--- src/rtl/mcpu_ctrl.sv ---
// Multi-cycle RV32I-subset control FSM: sequences IF/ID/EX/MEM/WB, stalls on MIO_ready,
// traps on illegal opcodes or memory timeout. Optional LUI/JALR states under MCPU_EXT_OPS_EN.
module mcpu_ctrl #(
  parameter int unsigned MEM_TIMEOUT = 16,
  parameter int unsigned TO_W        = 5
) (
  input  logic       clk,
  input  logic       rst,
  input  logic [4:0] OPcode,
  input  logic [2:0] Fun3,
  input  logic       Fun7,
  input  logic       zero,
  input  logic       MIO_ready,
  output logic       PCWrite,
  output logic       IRWrite,
  output logic       IorD,
  output logic       MemRead,
  output logic       MemRW,
  output logic       CPU_MIO,
  output logic [1:0] ALUSrc_A,
  output logic [1:0] ALUSrc_B,
  output logic [2:0] ALU_Control,
  output logic [2:0] ImmSel,
  output logic [1:0] PCSource,
  output logic [1:0] MemtoReg,
  output logic       RegWrite,
  output logic [3:0] state,
  output logic       trap,
  output logic [1:0] trap_cause
);

  localparam logic [4:0] OP_R    = 5'b01100;
  localparam logic [4:0] OP_I    = 5'b00100;
  localparam logic [4:0] OP_LD   = 5'b00000;
  localparam logic [4:0] OP_ST   = 5'b01000;
  localparam logic [4:0] OP_BR   = 5'b11000;
  localparam logic [4:0] OP_JAL  = 5'b11011;
`ifdef MCPU_EXT_OPS_EN
  localparam logic [4:0] OP_LUI  = 5'b01101;
  localparam logic [4:0] OP_JALR = 5'b11001;
`endif
  localparam bit             TO_EN  = (MEM_TIMEOUT != 0);
  localparam logic [TO_W-1:0] TO_LAST = TO_W'(MEM_TIMEOUT - 1);

  typedef enum logic [3:0] {
    S_IF = 4'd0, S_ID = 4'd1, S_EXR = 4'd2, S_EXI = 4'd3,
    S_ADR = 4'd4, S_MRD = 4'd5, S_LWB = 4'd6, S_MWR = 4'd7,
    S_AWB = 4'd8, S_BR = 4'd9, S_JAL = 4'd10, S_TRAP = 4'd11
`ifdef MCPU_EXT_OPS_EN
    , S_LUI = 4'd12, S_JALR = 4'd13
`endif
  } state_t;

  state_t          state_q, state_d;
  logic [TO_W-1:0] cnt_q, cnt_d;
  logic            trap_q;
  logic [1:0]      cause_q, cause_d;
  logic            wait_st, to_hit;

  always_ff @(posedge clk) begin
    if (rst) begin
      state_q <= S_IF;
      cnt_q   <= '0;
      trap_q  <= 1'b0;
      cause_q <= 2'b00;
    end else begin
      state_q <= state_d;
      cnt_q   <= cnt_d;
      trap_q  <= (state_d == S_TRAP);
      cause_q <= cause_d;
    end
  end

  assign state      = state_q;
  assign trap       = trap_q;
  assign trap_cause = cause_q;
  assign wait_st    = (state_q == S_IF) || (state_q == S_MRD) || (state_q == S_MWR);
  assign to_hit     = TO_EN && !MIO_ready && (cnt_q == TO_LAST);

  // Wait counter runs only while parked in a memory state without ready.
  always_comb begin
    cnt_d = '0;
    if (wait_st && (state_d == state_q) && !MIO_ready)
      cnt_d = (cnt_q == '1) ? cnt_q : cnt_q + TO_W'(1);
  end

  // Next state and control outputs; reset cycle forces all outputs to defaults.
  always_comb begin
    state_d     = state_q;
    cause_d     = cause_q;
    PCWrite     = 1'b0;
    IRWrite     = 1'b0;
    IorD        = 1'b0;
    MemRead     = 1'b0;
    MemRW       = 1'b0;
    CPU_MIO     = 1'b0;
    ALUSrc_A    = 2'b00;
    ALUSrc_B    = 2'b00;
    ALU_Control = 3'b010;
    ImmSel      = 3'b000;
    PCSource    = 2'b00;
    MemtoReg    = 2'b00;
    RegWrite    = 1'b0;
    if (!rst) begin
      case (state_q)
        S_IF: begin
          MemRead  = 1'b1;
          CPU_MIO  = 1'b1;
          ALUSrc_B = 2'b10;
          if (MIO_ready) begin
            IRWrite = 1'b1;
            PCWrite = 1'b1;
            state_d = S_ID;
          end else if (to_hit) begin
            state_d = S_TRAP;
            cause_d = 2'b10;
          end
        end
        S_ID: begin
          ALUSrc_A = 2'b10;
          ALUSrc_B = 2'b01;
          ImmSel   = (OPcode == OP_JAL) ? 3'b011 : 3'b010;
          case (OPcode)
            OP_R:          state_d = S_EXR;
            OP_I:          state_d = S_EXI;
            OP_LD, OP_ST:  state_d = S_ADR;
            OP_BR:         state_d = S_BR;
            OP_JAL:        state_d = S_JAL;
`ifdef MCPU_EXT_OPS_EN
            OP_LUI:        state_d = S_LUI;
            OP_JALR:       state_d = S_JALR;
`endif
            default: begin state_d = S_TRAP; cause_d = 2'b01; end
          endcase
        end
        S_EXR: begin
          ALUSrc_A = 2'b01;
          state_d  = S_AWB;
          case ({Fun3, Fun7})
            4'b0000: ALU_Control = 3'b010;
            4'b0001: ALU_Control = 3'b110;
            4'b0100: ALU_Control = 3'b111;
            4'b1000: ALU_Control = 3'b011;
            4'b1010: ALU_Control = 3'b101;
            4'b1100: ALU_Control = 3'b001;
            4'b1110: ALU_Control = 3'b000;
            default: begin state_d = S_TRAP; cause_d = 2'b01; end
          endcase
        end
        S_EXI: begin
          ALUSrc_A = 2'b01;
          ALUSrc_B = 2'b01;
          state_d  = S_AWB;
          case (Fun3)
            3'b000:  ALU_Control = 3'b010;
            3'b010:  ALU_Control = 3'b111;
            3'b100:  ALU_Control = 3'b011;
            3'b101:  ALU_Control = 3'b101;
            3'b110:  ALU_Control = 3'b001;
            3'b111:  ALU_Control = 3'b000;
            default: begin state_d = S_TRAP; cause_d = 2'b01; end
          endcase
        end
        S_ADR: begin
          ALUSrc_A = 2'b01;
          ALUSrc_B = 2'b01;
          ImmSel   = (OPcode == OP_LD) ? 3'b000 : 3'b001;
          state_d  = (OPcode == OP_LD) ? S_MRD : S_MWR;
        end
        S_MRD, S_MWR: begin
          IorD    = 1'b1;
          CPU_MIO = 1'b1;
          MemRead = (state_q == S_MRD);
          MemRW   = (state_q == S_MWR);
          if (MIO_ready) begin
            state_d = (state_q == S_MRD) ? S_LWB : S_IF;
          end else if (to_hit) begin
            state_d = S_TRAP;
            cause_d = 2'b10;
          end
        end
        S_LWB: begin
          RegWrite = 1'b1;
          MemtoReg = 2'b01;
          state_d  = S_IF;
        end
        S_AWB: begin
          RegWrite = 1'b1;
          state_d  = S_IF;
        end
        S_BR: begin
          ALUSrc_A    = 2'b01;
          ALU_Control = 3'b110;
          PCSource    = 2'b01;
          state_d     = S_IF;
          case (Fun3)
            3'b000:  PCWrite = zero;
            3'b001:  PCWrite = ~zero;
            default: begin state_d = S_TRAP; cause_d = 2'b01; end
          endcase
        end
        S_JAL: begin
          RegWrite = 1'b1;
          MemtoReg = 2'b10;
          PCWrite  = 1'b1;
          PCSource = 2'b01;
          state_d  = S_IF;
        end
`ifdef MCPU_EXT_OPS_EN
        S_LUI: begin
          ImmSel   = 3'b100;
          MemtoReg = 2'b11;
          RegWrite = 1'b1;
          state_d  = S_IF;
        end
        S_JALR: begin
          ALUSrc_A = 2'b01;
          ALUSrc_B = 2'b01;
          PCWrite  = 1'b1;
          RegWrite = 1'b1;
          MemtoReg = 2'b10;
          state_d  = S_IF;
        end
`endif
        S_TRAP: state_d = S_TRAP;
        default: begin state_d = S_TRAP; cause_d = 2'b01; end
      endcase
    end
  end

endmodule

--- config.mk ---
export PLATFORM = sky130hd
export DESIGN_NAME = mcpu_ctrl
export DESIGN_NICKNAME = d
export VERILOG_FILES = /design/src/rtl/mcpu_ctrl.sv
export SDC_FILE = /design/constraint.sdc
export NUM_CORES = 1
export LEC_CHECK = 0
export CAP_MARGIN = 10
export CORE_AREA = 2 2 78 50
export CTS_CLUSTER_SIZE = 12
export DETAILED_ROUTE_END_ITERATION = 8
export DIE_AREA = 0 0 80 52
export PLACE_DENSITY_LB_ADDON = 0.1
export SLEW_MARGIN = 20
export SYNTH_ARGS = -nofsm -noshare
export SYNTH_HDL_FRONTEND = slang
export SYNTH_SLANG_ARGS = --single-unit
export TNS_END_PERCENT = 5
--- constraint.sdc ---
create_clock -name clk -period 2.1 [get_ports clk]
set_clock_uncertainty 0.15 [all_clocks]
set_input_delay 0.42 -clock clk [delete_from_list [all_inputs] [get_ports clk]]
set_output_delay 0.42 -clock clk [all_outputs]
set_load 0.01 [all_outputs]
==> results of run 1 <==
==> registers in the layout (all words and copies together), names as in the netlist <==
signal	count
state	4
trap	1
cnt_q	5
trap_cause	2
==> worst reg2reg max path: stages (launching register included) <==
cell and delay [ps]:
sky130_fd_sc_hd__dfxtp_4 380, sky130_fd_sc_hd__buf_6 140, sky130_fd_sc_hd__buf_4 130, sky130_fd_sc_hd__nor4bb_1 130, sky130_fd_sc_hd__buf_4 140, sky130_fd_sc_hd__a221oi_4 300
sky130_fd_sc_hd__o2111ai_2 170, sky130_fd_sc_hd__or3_4 390, sky130_fd_sc_hd__nor2_1 110
==> power by group through the flow <==
stage | combinational [W] | clock (W) | sequential (W)
6_report | 0.000583 | 0.000206 | 0.000264
4_1_cts | 0.000517 | 0.000204 | 0.000266
5_1_grt | 0.000623 | 0.000215 | 0.000265
3_5_place_dp | 0.000493 | 0 | 0.000267
2_1_floorplan | 0.000200 | 0 | 0.000267
3_3_place_gp | 0.000489 | 0 | 0.000267
==> cell families (layout without fill, tap and decap cells) <==
group / Yosys count / in the layout
other: 1 / 2
flip-flops: 12 / 12
AND/OR/NAND/NOR: 77 / 77
multiplexers: 2 / 2
XOR/XNOR: 4 / 4
buffers and inverters: 23 / 122
AO/OA/AOI/OAI: 42 / 42
adder cells (fa/ha/maj): 3 / 3
==> repair_timing <==
item                       in CTS  in global routing
gates cloned                    0                  0
hold buffers                    0                  0
buffers inserted                1                  7
gates resized for setup        77                 45
setup endpoints to repair      29                 24
pin swaps                       3                 14
==> final cells by class <==
cell class                 instances  area [um^2]
clock buffer                       3         41.3
fill                             302         1180
inverter                          10         37.5
multi-input combinational        130         1010
sequential                        12          253
tap                               47         58.8
timing repair buffer             109          905
==> cells in the final DEF (no fill, tap or decap), types with 4 or more instances in the layout <==
cell and instances:
sky130_fd_sc_hd__nand2_1 11, sky130_fd_sc_hd__dlygate4sd2_1 9, sky130_fd_sc_hd__nand2b_1 4, sky130_fd_sc_hd__clkdlybuf4s50_1 8, sky130_fd_sc_hd__dfxtp_1 6, sky130_fd_sc_hd__o21ai_0 7
sky130_fd_sc_hd__buf_4 63, sky130_fd_sc_hd__nor2_1 16, sky130_fd_sc_hd__a21oi_1 9, sky130_fd_sc_hd__dfxtp_2 4, sky130_fd_sc_hd__nor3_1 9, sky130_fd_sc_hd__buf_2 8
sky130_fd_sc_hd__dlymetal6s2s_1 9, sky130_fd_sc_hd__buf_6 8, sky130_fd_sc_hd__inv_1 9
==> routing by layer <==
| metal | GRT usage | part of all wire | vias to the layer above | wire length, um |
|---|---|---|---|---|
| li1 | - | - | 792 | - |
| met1 | 0.312 | 0.47 | 760 | 2260 |
| met2 | 0.363 | 0.43 | 78 | 2070 |
| met3 | 0.0573 | 0.085 | 10 | 406 |
| met4 | 0.0395 | 0.0096 | 0 | 46 |
| met5 | 0 | 0 | - | 0 |
==> through the flow <==
stage / hold WS (ps) / std cells
after floorplan: 322 / 165
after global placement: 308 / 300
final: 331 / 311
after detailed placement: 315 / 300
after global routing: 364 / 311
after CTS: 332 / 304
==> how the worst max path moves through the flow <==
stage                         start         to  slack (ps)  cells past startpoint
final                      state[0]    MemRead         -70                      6
after global placement      Fun3[2]    PCWrite        -590                      6
after floorplan            state[0]    PCWrite          10                      6
after CTS                 OPcode[1]  ImmSel[0]        -240                      5
after detailed placement  OPcode[1]  ImmSel[0]        -640                      5
after global routing       cnt_q[0]       trap        -100                      8
==> reports/results.env, run 1 <==
OUTCOME='finished, violations left'
VIOLATED_CHECKS='setup timing'
CLOCK_PIN_SLEW_OF_THE_REGISTERS_ON_THE_WORST_CASE_SETUP_AND_HOLD_PATHS_PS=50
CP_CELL_SEQUENCE='buf_6, and2_4, nor2_1, or3_4, nor2_2, buf_2'
PORT_BUFFER_CELLS=38
SIMPLE_GATE_SHARE_OF_THE_SYNTHESIZED_AREA=0.354
FIN_AREA_UM2=2310
SYNTH_AREA_UM2=1150
CRITICAL-PATH-SLOWEST-CELL='sky130_fd_sc_hd__dfxtp_4'
GPL.FINAL_WEIGHTED_CONGESTION=0.846
FINALWORSTSETUPSLACK_PS=-66.3
CLOCK_PATH_BUFFERS=2
WIRE_PER_INST_UM=15.4
YOSYS_WARN_COUNT=0
FINAL-HOLD-VIOLATION-COUNT=0
AVGSYNTHCELLAREA_UM2=7.04
SYNTH_COMMONEST_CELLS='sky130_fd_sc_hd__nor2_1 (19), sky130_fd_sc_hd__dfxtp_1 (12), sky130_fd_sc_hd__nand2_1 (11), sky130_fd_sc_hd__nor3_1 (11)'
DIE_HEIGHT_UM=52
HOLD_PATH_END='trap_cause[1]'
CRIT_FAMILY='simple AND/OR/NAND/NOR gates'
UNREPAIRED_SETUP_ENDPOINTS_AFTER_GLOBAL_ROUTING='yes'
REG2REGPATHDEPTH=8
NETLIST_INSTANCES=164
WIRELENGTH_UM=4780
ROWS=17
SLEW_VIOL_FINAL=0
SYNTH_TOP_FAMILY_BY_AREA='simple AND/OR/NAND/NOR gates'
IOPINCOUNT=41
NETLIST.AREA_LEADER.SHARE=0.208
PWR-SHARE-CLK=0.196
DRV.MAX_CAP_VIOLATION_COUNT=0
FIRST_PASS_ITERS=4
FINAL_NET_COUNT=282
CRITICAL_PATH_PEAK_FANOUT=6
GRT_MAX_DEGREE=14
VIA_COUNT_OF_THE_FIRST_GLOBAL_ROUTING_PASS=1547
POSTROUTEANTENNANETS=0
POST_DRT_VIA_CELL_RATIO=5.27
PLACEMENT.SETUP.WORST_SLACK_PS=-635
ROUTE.DETAILED.DRC=0
CTS_TREE='done'
MULTIPLEXER_SHARE_OF_THE_SYNTHESIZED_AREA=0.0173
YOSYS.CELL_TYPES.COUNT=49
SYNTH_ADDER_AREA_SHARE=0.0325
CRIT-REG2REG-CAPTURE='cnt_q[0]'
GRT_FIRST_PASS_WIRELENGTH_UM=7270
DESIGN_POWER_TOTAL_W=0.00105
GLOBAL_ROUTE.USAGE.TOTAL=0.226
DESIGN_INTERNAL_POWER_W=0.000678
CP_NUM_BUF_INV=2
NUMBER_OF_DIODES=0
FINAL_UTIL=0.662
PWR_DENSITY_CELL_nW_PER_UM2=456
SYNTH_AREA_LEADER_CELL='sky130_fd_sc_hd__dfxtp_1'
POST-ROUTE-MIN-PERIOD_PS=2170
DRIVE_GT1_FRAC=0.470
YOSYS_REGISTER_BITS=12
SWITCHING_PORTION_OF_TOTAL_POWER=0.356
MIN_PATH_TYPE='flip-flop to flip-flop'
PWR-SHARE-COMB=0.554
SYNTH_COMPOUND_AREA_FRAC=0.263
LAYOUT-AREA-OVERHEAD-VS-SYNTH_PCT=99.9
SETUP.WORST_PATH.END_CLASS='output pin'
YS_TOP_CELLS_BY_AREA='sky130_fd_sc_hd__dfxtp_1 (21%), sky130_fd_sc_hd__nor2_1 (6.2%), sky130_fd_sc_hd__nor3_1 (4.8%)'
POST-SYNTH-TOP-COUNT-CELL='sky130_fd_sc_hd__nor2_1'
HOLDPATHSTAGES=2
POWER_SWITCHING_W=0.000375
CORE_UM2=3490
POWER.LEAKAGE_nW=1.12
NUMCLOCKSINKS=12
DIE_X_UM=80
CTS_HTREE_LEVELS=1
DETAIL_ROUTE.ITER0.VIOLATIONS=94
SYNTH_SEQUENTIAL_AREA_RATIO=0.208
ANTENNA_VIOLATIONS_BEFORE_REPAIR=0
FMAX_MHz=462
CLK-INSERTION-DELAY-LATE_PS=240
CRITPATHREQUIREDTIME_PS=1530
REGTOREGSETUPSLACK_PS=0
DPL_CELL_AREA_UM2=2000
DIE-AREA_UM2=4160
TIMING.SETUP.TNS_PS=-103
SYNTH-EDFF-COUNT=0
CRITICAL_PATH_CLASS='flip-flop to output pin'
WORSTSETUPSTARTPOINTTYPE='flip-flop'
POST_DP_HPWL_UM=3480
HOLD_PATH_STARTPOINT='trap_cause[1]'
FINAL_MIN_PERIOD_OVER_CLOCK_PERIOD=1.03
SEQPWRFRAC=0.251
CRITPATHMAXSTAGEDELAY_PS=410
SYNTH-MAIN-FF-CELL='sky130_fd_sc_hd__dfxtp_1'
POWER.IR.VDD_WORST_V=0.000308
WORST_EP_ARRIVAL_TIME_PS=1600
R2R_START='state[0]'
SETUP_VIOL_COUNT_FINAL=2
START_UTIL=0.331
CTS_MADE_BUFFERS=3
SYNTH_XOR_AREA_FRAC=0.0303
SYNTH-ASYNC-RESET-RATIO=0
CTS.ROOT.BUFFER_CELL='sky130_fd_sc_hd__clkbuf_8'
GRT_OVERFLOW_TOTAL=0
DETAILROUTE.VIA_COUNT=1640
Power figures use the tool's default switching activity.
==> inputs of run 2 (changes only) <==
==> constraint.sdc (replaced) <==
create_clock -name clk -period 2.1 [get_ports clk]
set_clock_uncertainty 0.15 [all_clocks]
set_input_delay 0.315 -clock clk [delete_from_list [all_inputs] [get_ports clk]]
set_output_delay 0.315 -clock clk [all_outputs]
set_load 0.01 [all_outputs]
==> run 2 against run 1 <==
  * Combinational power down 8.1%
  * Die area stayed put
  * The flow still finishes with violations (setup timing)
  * Fmax rose by 1.3%
  * Largest cell class unchanged
  * First-iteration DRC count is 40% lower
  * Total power decreased by 4.1%
  * Non-clock buffer count shrank 11
  * Final cell count fell by 3.5%
==> reports/results.env, run 2 (synthesized netlist as in run 1, its figures left out) <==
GRT_MAX_DEGREE=18
DRV.MAX_CAP_VIOLATION_COUNT=0
PWR-SHARE-CLK=0.211
POST_DP_HPWL_UM=3360
PWR-SHARE-COMB=0.531
DETAIL_ROUTE.ITER0.VIOLATIONS=56
WIRELENGTH_UM=4370
IOPINCOUNT=41
CRITICAL_PATH_CLASS='input port to output pin'
CTS_HOLD_REPAIR.BUFFERS=0
DIE_X_UM=80
START_UTIL=0.331
NUMCLOCKSINKS=12
DESIGN_POWER_TOTAL_W=0.00101
DIE-AREA_UM2=4160
TIMING.SETUP.TNS_PS=-91.9
FINAL_NET_COUNT=271
CRITICAL_PATH_PEAK_FANOUT=2
POSTROUTEANTENNANETS=0
GPL.FINAL_WEIGHTED_CONGESTION=0.884
UNREPAIRED_SETUP_ENDPOINTS_AFTER_GLOBAL_ROUTING='yes'
FINAL-HOLD-VIOLATION-COUNT=0
PORT_BUFFER_CELLS=38
GLOBAL_ROUTE.USAGE.TOTAL=0.218
CLK-INSERTION-DELAY-LATE_PS=240
DETAILROUTE.VIA_COUNT=1568
SWITCHING_PORTION_OF_TOTAL_POWER=0.354
VIA_COUNT_OF_THE_FIRST_GLOBAL_ROUTING_PASS=1497
CRITPATHREQUIREDTIME_PS=1630
GRT_FIRST_PASS_WIRELENGTH_UM=7060
CLOCK_PATH_BUFFERS=2
ROWS=17
ANTENNA_VIOLATIONS_BEFORE_REPAIR=0
DESIGN_INTERNAL_POWER_W=0.000653
DRIVE_GT1_FRAC=0.391
POWER_SWITCHING_W=0.000357
CTS_TREE='done'
CLOCK_PIN_SLEW_OF_THE_REGISTERS_ON_THE_WORST_CASE_SETUP_AND_HOLD_PATHS_PS=50
MIN_PATH_TYPE='flip-flop to flip-flop'
FMAX_MHz=468
TOP_REGISTER='cnt_q'
NUMBER_OF_DIODES=0
FINALWORSTSETUPSLACK_PS=-38.8
MOSTFREQUENTLAYOUTCELLS='sky130_fd_sc_hd__buf_4 (56), sky130_fd_sc_hd__clkdlybuf4s50_1 (18), sky130_fd_sc_hd__nor2_1 (17)'
WORST_EP_ARRIVAL_TIME_PS=1670
CTS_MADE_BUFFERS=3
FINAL_MIN_PERIOD_OVER_CLOCK_PERIOD=1.02
POWER.IR.VDD_WORST_V=0.000215
SLEW_VIOL_FINAL=0
CORE_UM2=3490
MOSTFREQUENTLAYOUTCELL='sky130_fd_sc_hd__buf_4'
ROUTE.DETAILED.DRC=0
CTS_HTREE_LEVELS=1
SETUP.WORST_PATH.END_CLASS='output pin'
LARGEST_REGISTER_FF_COUNT=5
LAYOUT-AREA-OVERHEAD-VS-SYNTH_PCT=86.9
FIRST_PASS_ITERS=4
CTS.ROOT.BUFFER_CELL='sky130_fd_sc_hd__clkbuf_8'
FILLER_CELL_COUNT=321
GRT_OVERFLOW_TOTAL=0
POST_DRT_VIA_CELL_RATIO=5.23
WIRE_PER_INST_UM=14.6
POWER.LEAKAGE_nW=1.00
DIE_HEIGHT_UM=52
SETUP_VIOL_COUNT_FINAL=3
OUTCOME='finished, violations left'
POST-ROUTE-MIN-PERIOD_PS=2140
SEQPWRFRAC=0.258
CTS_POST_SETUP_BUFFERS_INSERTED=0
VIOLATED_CHECKS='setup timing'
WORSTSETUPSTARTPOINTTYPE='input port'
PWR_DENSITY_CELL_nW_PER_UM2=468
run 2: worst max-delay path, cell delays in order:
cell and delay, ps:
sky130_fd_sc_hd__clkdlybuf4s50_1 420, sky130_fd_sc_hd__or2_4 260, sky130_fd_sc_hd__o31ai_1 220, sky130_fd_sc_hd__a32oi_1 70, sky130_fd_sc_hd__nor3_1 210, sky130_fd_sc_hd__buf_2 170
run 2: path summary, 6_finish.rpt:
kind                                    start            end  slack, ps  cells past startpoint
worst max-delay path                  Fun3[2]        PCWrite        -40                      6
worst max register to register       cnt_q[0]           trap        -20                      8
worst min-delay path            trap_cause[1]  trap_cause[1]        320                      2
worst min register to register  trap_cause[1]  trap_cause[1]        320                      2
run 2: area by class of cell:
cell class,count,area [um^2],share of cell area
inverters,10,37.5,0.0174
flip-flops and latches,12,249,0.115
repair buffers,98,822,0.381
multi-input cells,130,950,0.440
clock buffers,3,41.3,0.0191
well taps,47,58.8,0.0272
run 2: metal layers:
metal,global-route usage,vias up,wire [um]
met1,0.311,737,2180
met5,0,-,0
met3,0.0469,7,300
li1,-,765,-
met2,0.332,59,1840
met4,0.0621,0,42
run 2: metrics by stage:
step	instance area (um^2)	hold slack (ps)	setup WS (ps)	util	instances
floorplan	1160	322	24.1	-	165
global placement	1990	309	-384	0.571	297
detailed placement	1990	313	-448	0.571	297
CTS	2080	328	-194	0.595	300
global route	2160	351	-114	0.619	300
finish	2160	323	-38.8	0.619	300
run 2: repair_timing:
action                                  in CTS  in global routing
endpoints found under the setup margin      27                 18
endpoints found under the hold margin        0                  0
cloned                                       0                  0
resized for setup                           44                 29
pin swaps                                    3                  7
run 2: power groups by stage:
stage / clock network [W] / registers [W] / logic [W]
floorplan: 0 / 0.000267 / 0.000199
global placement: 0 / 0.000261 / 0.000494
detailed placement: 0 / 0.000261 / 0.000497
CTS: 0.000215 / 0.000259 / 0.000512
global route: 0.000228 / 0.000263 / 0.000581
finish: 0.000214 / 0.000261 / 0.000536
==> inputs of run 3 (changes only) <==
- CORE_AREA: 2 2 78 50 -> 2 2 73 47
- DIE_AREA: 0 0 80 52 -> 0 0 75 49
==> run 3 against run 2 <==
  * The run still ends with setup timing left
  * Register-to-register slack got worse by 30 ps
  * First-iteration DRC count rose by 100%
  * Total power fell by 3.0%
  * Combinational power fell by 5.6%
  * Die area fell by 12%
  * Clock power fell by 4%
  * Via count rose by 1.1%
  * Sequential cell count did not move
==> reports/results.env, run 3 (synthesized netlist as in run 1, its figures left out) <==
SLEW_VIOL_FINAL=0
LARGEST_REGISTER_FF_COUNT=5
DIE_X_UM=75
CTS_TREE='done'
UNREPAIRED_SETUP_ENDPOINTS_AFTER_GLOBAL_ROUTING='yes'
FINAL_NET_COUNT=268
POST-ROUTE-MIN-PERIOD_PS=2280
GRT_FIRST_PASS_WIRELENGTH_UM=7560
WIRE_PER_INST_UM=14.6
START_UTIL=0.377
WORST_EP_ARRIVAL_TIME_PS=1810
CTS_MADE_BUFFERS=3
GLOBAL_ROUTE.USAGE.TOTAL=0.263
POSTROUTEANTENNANETS=0
GRT_MAX_DEGREE=17
TOP_REGISTER='cnt_q'
VIA_COUNT_OF_THE_FIRST_GLOBAL_ROUTING_PASS=1542
ROWS=16
MOSTFREQUENTLAYOUTCELL='sky130_fd_sc_hd__buf_4'
ROUTE.DETAILED.DRC=0
PWR_DENSITY_CELL_nW_PER_UM2=465
SETUP.WORST_PATH.END_CLASS='output pin'
FMAX_MHz=439
WORSTSETUPSTARTPOINTTYPE='input port'
FIRST_PASS_ITERS=5
SETUP_VIOL_COUNT_FINAL=8
IOPINCOUNT=41
DETAIL_ROUTE.ITER0.VIOLATIONS=113
POWER.IR.VDD_WORST_V=0.000237
PORT_BUFFER_CELLS=38
CRITICAL_PATH_PEAK_FANOUT=2
OUTCOME='finished, violations left'
WIRELENGTH_UM=4320
ANTENNA_VIOLATIONS_BEFORE_REPAIR=0
POST_DRT_VIA_CELL_RATIO=5.38
CRITPATHREQUIREDTIME_PS=1630
DIE_HEIGHT_UM=49
POWER.LEAKAGE_nW=1.01
MIN_PATH_TYPE='flip-flop to flip-flop'
CTS_HTREE_LEVELS=1
DIE-AREA_UM2=3680
VIOLATED_CHECKS='setup timing'
DETAILROUTE.VIA_COUNT=1586
GRT_OVERFLOW_TOTAL=0
NUMPLACEDINSTANCES=292
DRV.MAX_CAP_VIOLATION_COUNT=0
NUMCLOCKSINKS=12
GPL.FINAL_WEIGHTED_CONGESTION=0.909
FINAL-HOLD-VIOLATION-COUNT=0
CTS.ROOT.BUFFER_CELL='sky130_fd_sc_hd__clkbuf_8'
MOSTFREQUENTLAYOUTCELLS='sky130_fd_sc_hd__buf_4 (54), sky130_fd_sc_hd__clkdlybuf4s50_1 (18), sky130_fd_sc_hd__nor2_1 (16)'
CLK-INSERTION-DELAY-LATE_PS=240
FINAL_MIN_PERIOD_OVER_CLOCK_PERIOD=1.08
POST_DP_HPWL_UM=3280
CLOCK_PIN_SLEW_OF_THE_REGISTERS_ON_THE_WORST_CASE_SETUP_AND_HOLD_PATHS_PS=50
NUMBER_OF_DIODES=0
HOLDWS_PS=337
DRIVE_GT1_FRAC=0.380
CORE_UM2=3060
FINAL_UTIL=0.688
FINAL_NON_FILLER_CELLS=295
CLOCK_PATH_BUFFERS=2
FINALWORSTSETUPSLACK_PS=-177
CTS_POST_SETUP_BUFFERS_INSERTED=0
CRITICAL_PATH_CLASS='input port to output pin'
LAYOUT-AREA-OVERHEAD-VS-SYNTH_PCT=82.4
run 3: cell types whose count changed in the layout (fill, tap and decap cells not counted), sizes merged:
cell and change:
dlygate4sd2 -4, clkdlybuf4s15 -1, buf -1, dlymetal6s2s +2, clkbuf +1
run 3: path summary, 6_finish.rpt:
check                 from            end  slack, ps  cells after the start
max              OPcode[1]      ImmSel[0]       -180                      5
min          trap_cause[1]  trap_cause[1]        340                      2
max reg2reg       cnt_q[0]           trap        -50                      8
min reg2reg  trap_cause[1]  trap_cause[1]        340                      2
run 3: what timing repair did:
action | CTS | global route
resized for setup | 48 | 28
cloned | 0 | 0
endpoints found under the setup margin | 27 | 24
pin swaps | 2 | 7
hold buffers | 0 | 0
run 3: area by class of cell:
cell class                 instances  area, um^2
sequential                        12         246
inverter                          10        37.5
timing repair buffer              95         791
tap                               45        56.3
fill                             255         956
clock buffer                       3        41.3
multi-input combinational        130         935
run 3: power by group:
group | leakage, nW | switching [W] | total, W | internal, W
Combinational | 0.885 | 0.000241 | 0.000506 | 0.000264
Sequential | 0.0990 | 0.0000235 | 0.000269 | 0.000245
Clock | 0.0216 | 0.0000799 | 0.000206 | 0.000126
run 3: through the flow:
step	setup TNS [ps]	total power (W)	instance area, um^2	worst slack, ps
2_1_floorplan	0	0.000466	1160	24.1
3_3_place_gp	-6210	0.000729	1970	-396
3_5_place_dp	-6290	0.000736	1970	-400
4_1_cts	-880	0.000956	2050	-172
5_1_grt	-1040	0.00104	2110	-278
6_report	-399	0.000980	2110	-177
run 3: per-layer routing:
metal  GRT usage  part of all wire
met5           0                 0
met4      0.0208            0.0063
met3      0.0455             0.069
met2       0.398              0.42
met1       0.404              0.50
run 3: worst max-delay path, cell delays in order:
cell and delay (ps):
sky130_fd_sc_hd__clkdlybuf4s50_1 410, sky130_fd_sc_hd__or3_1 410, sky130_fd_sc_hd__o311ai_2 260, sky130_fd_sc_hd__o22ai_1 120
sky130_fd_sc_hd__dlygate4sd2_1 290
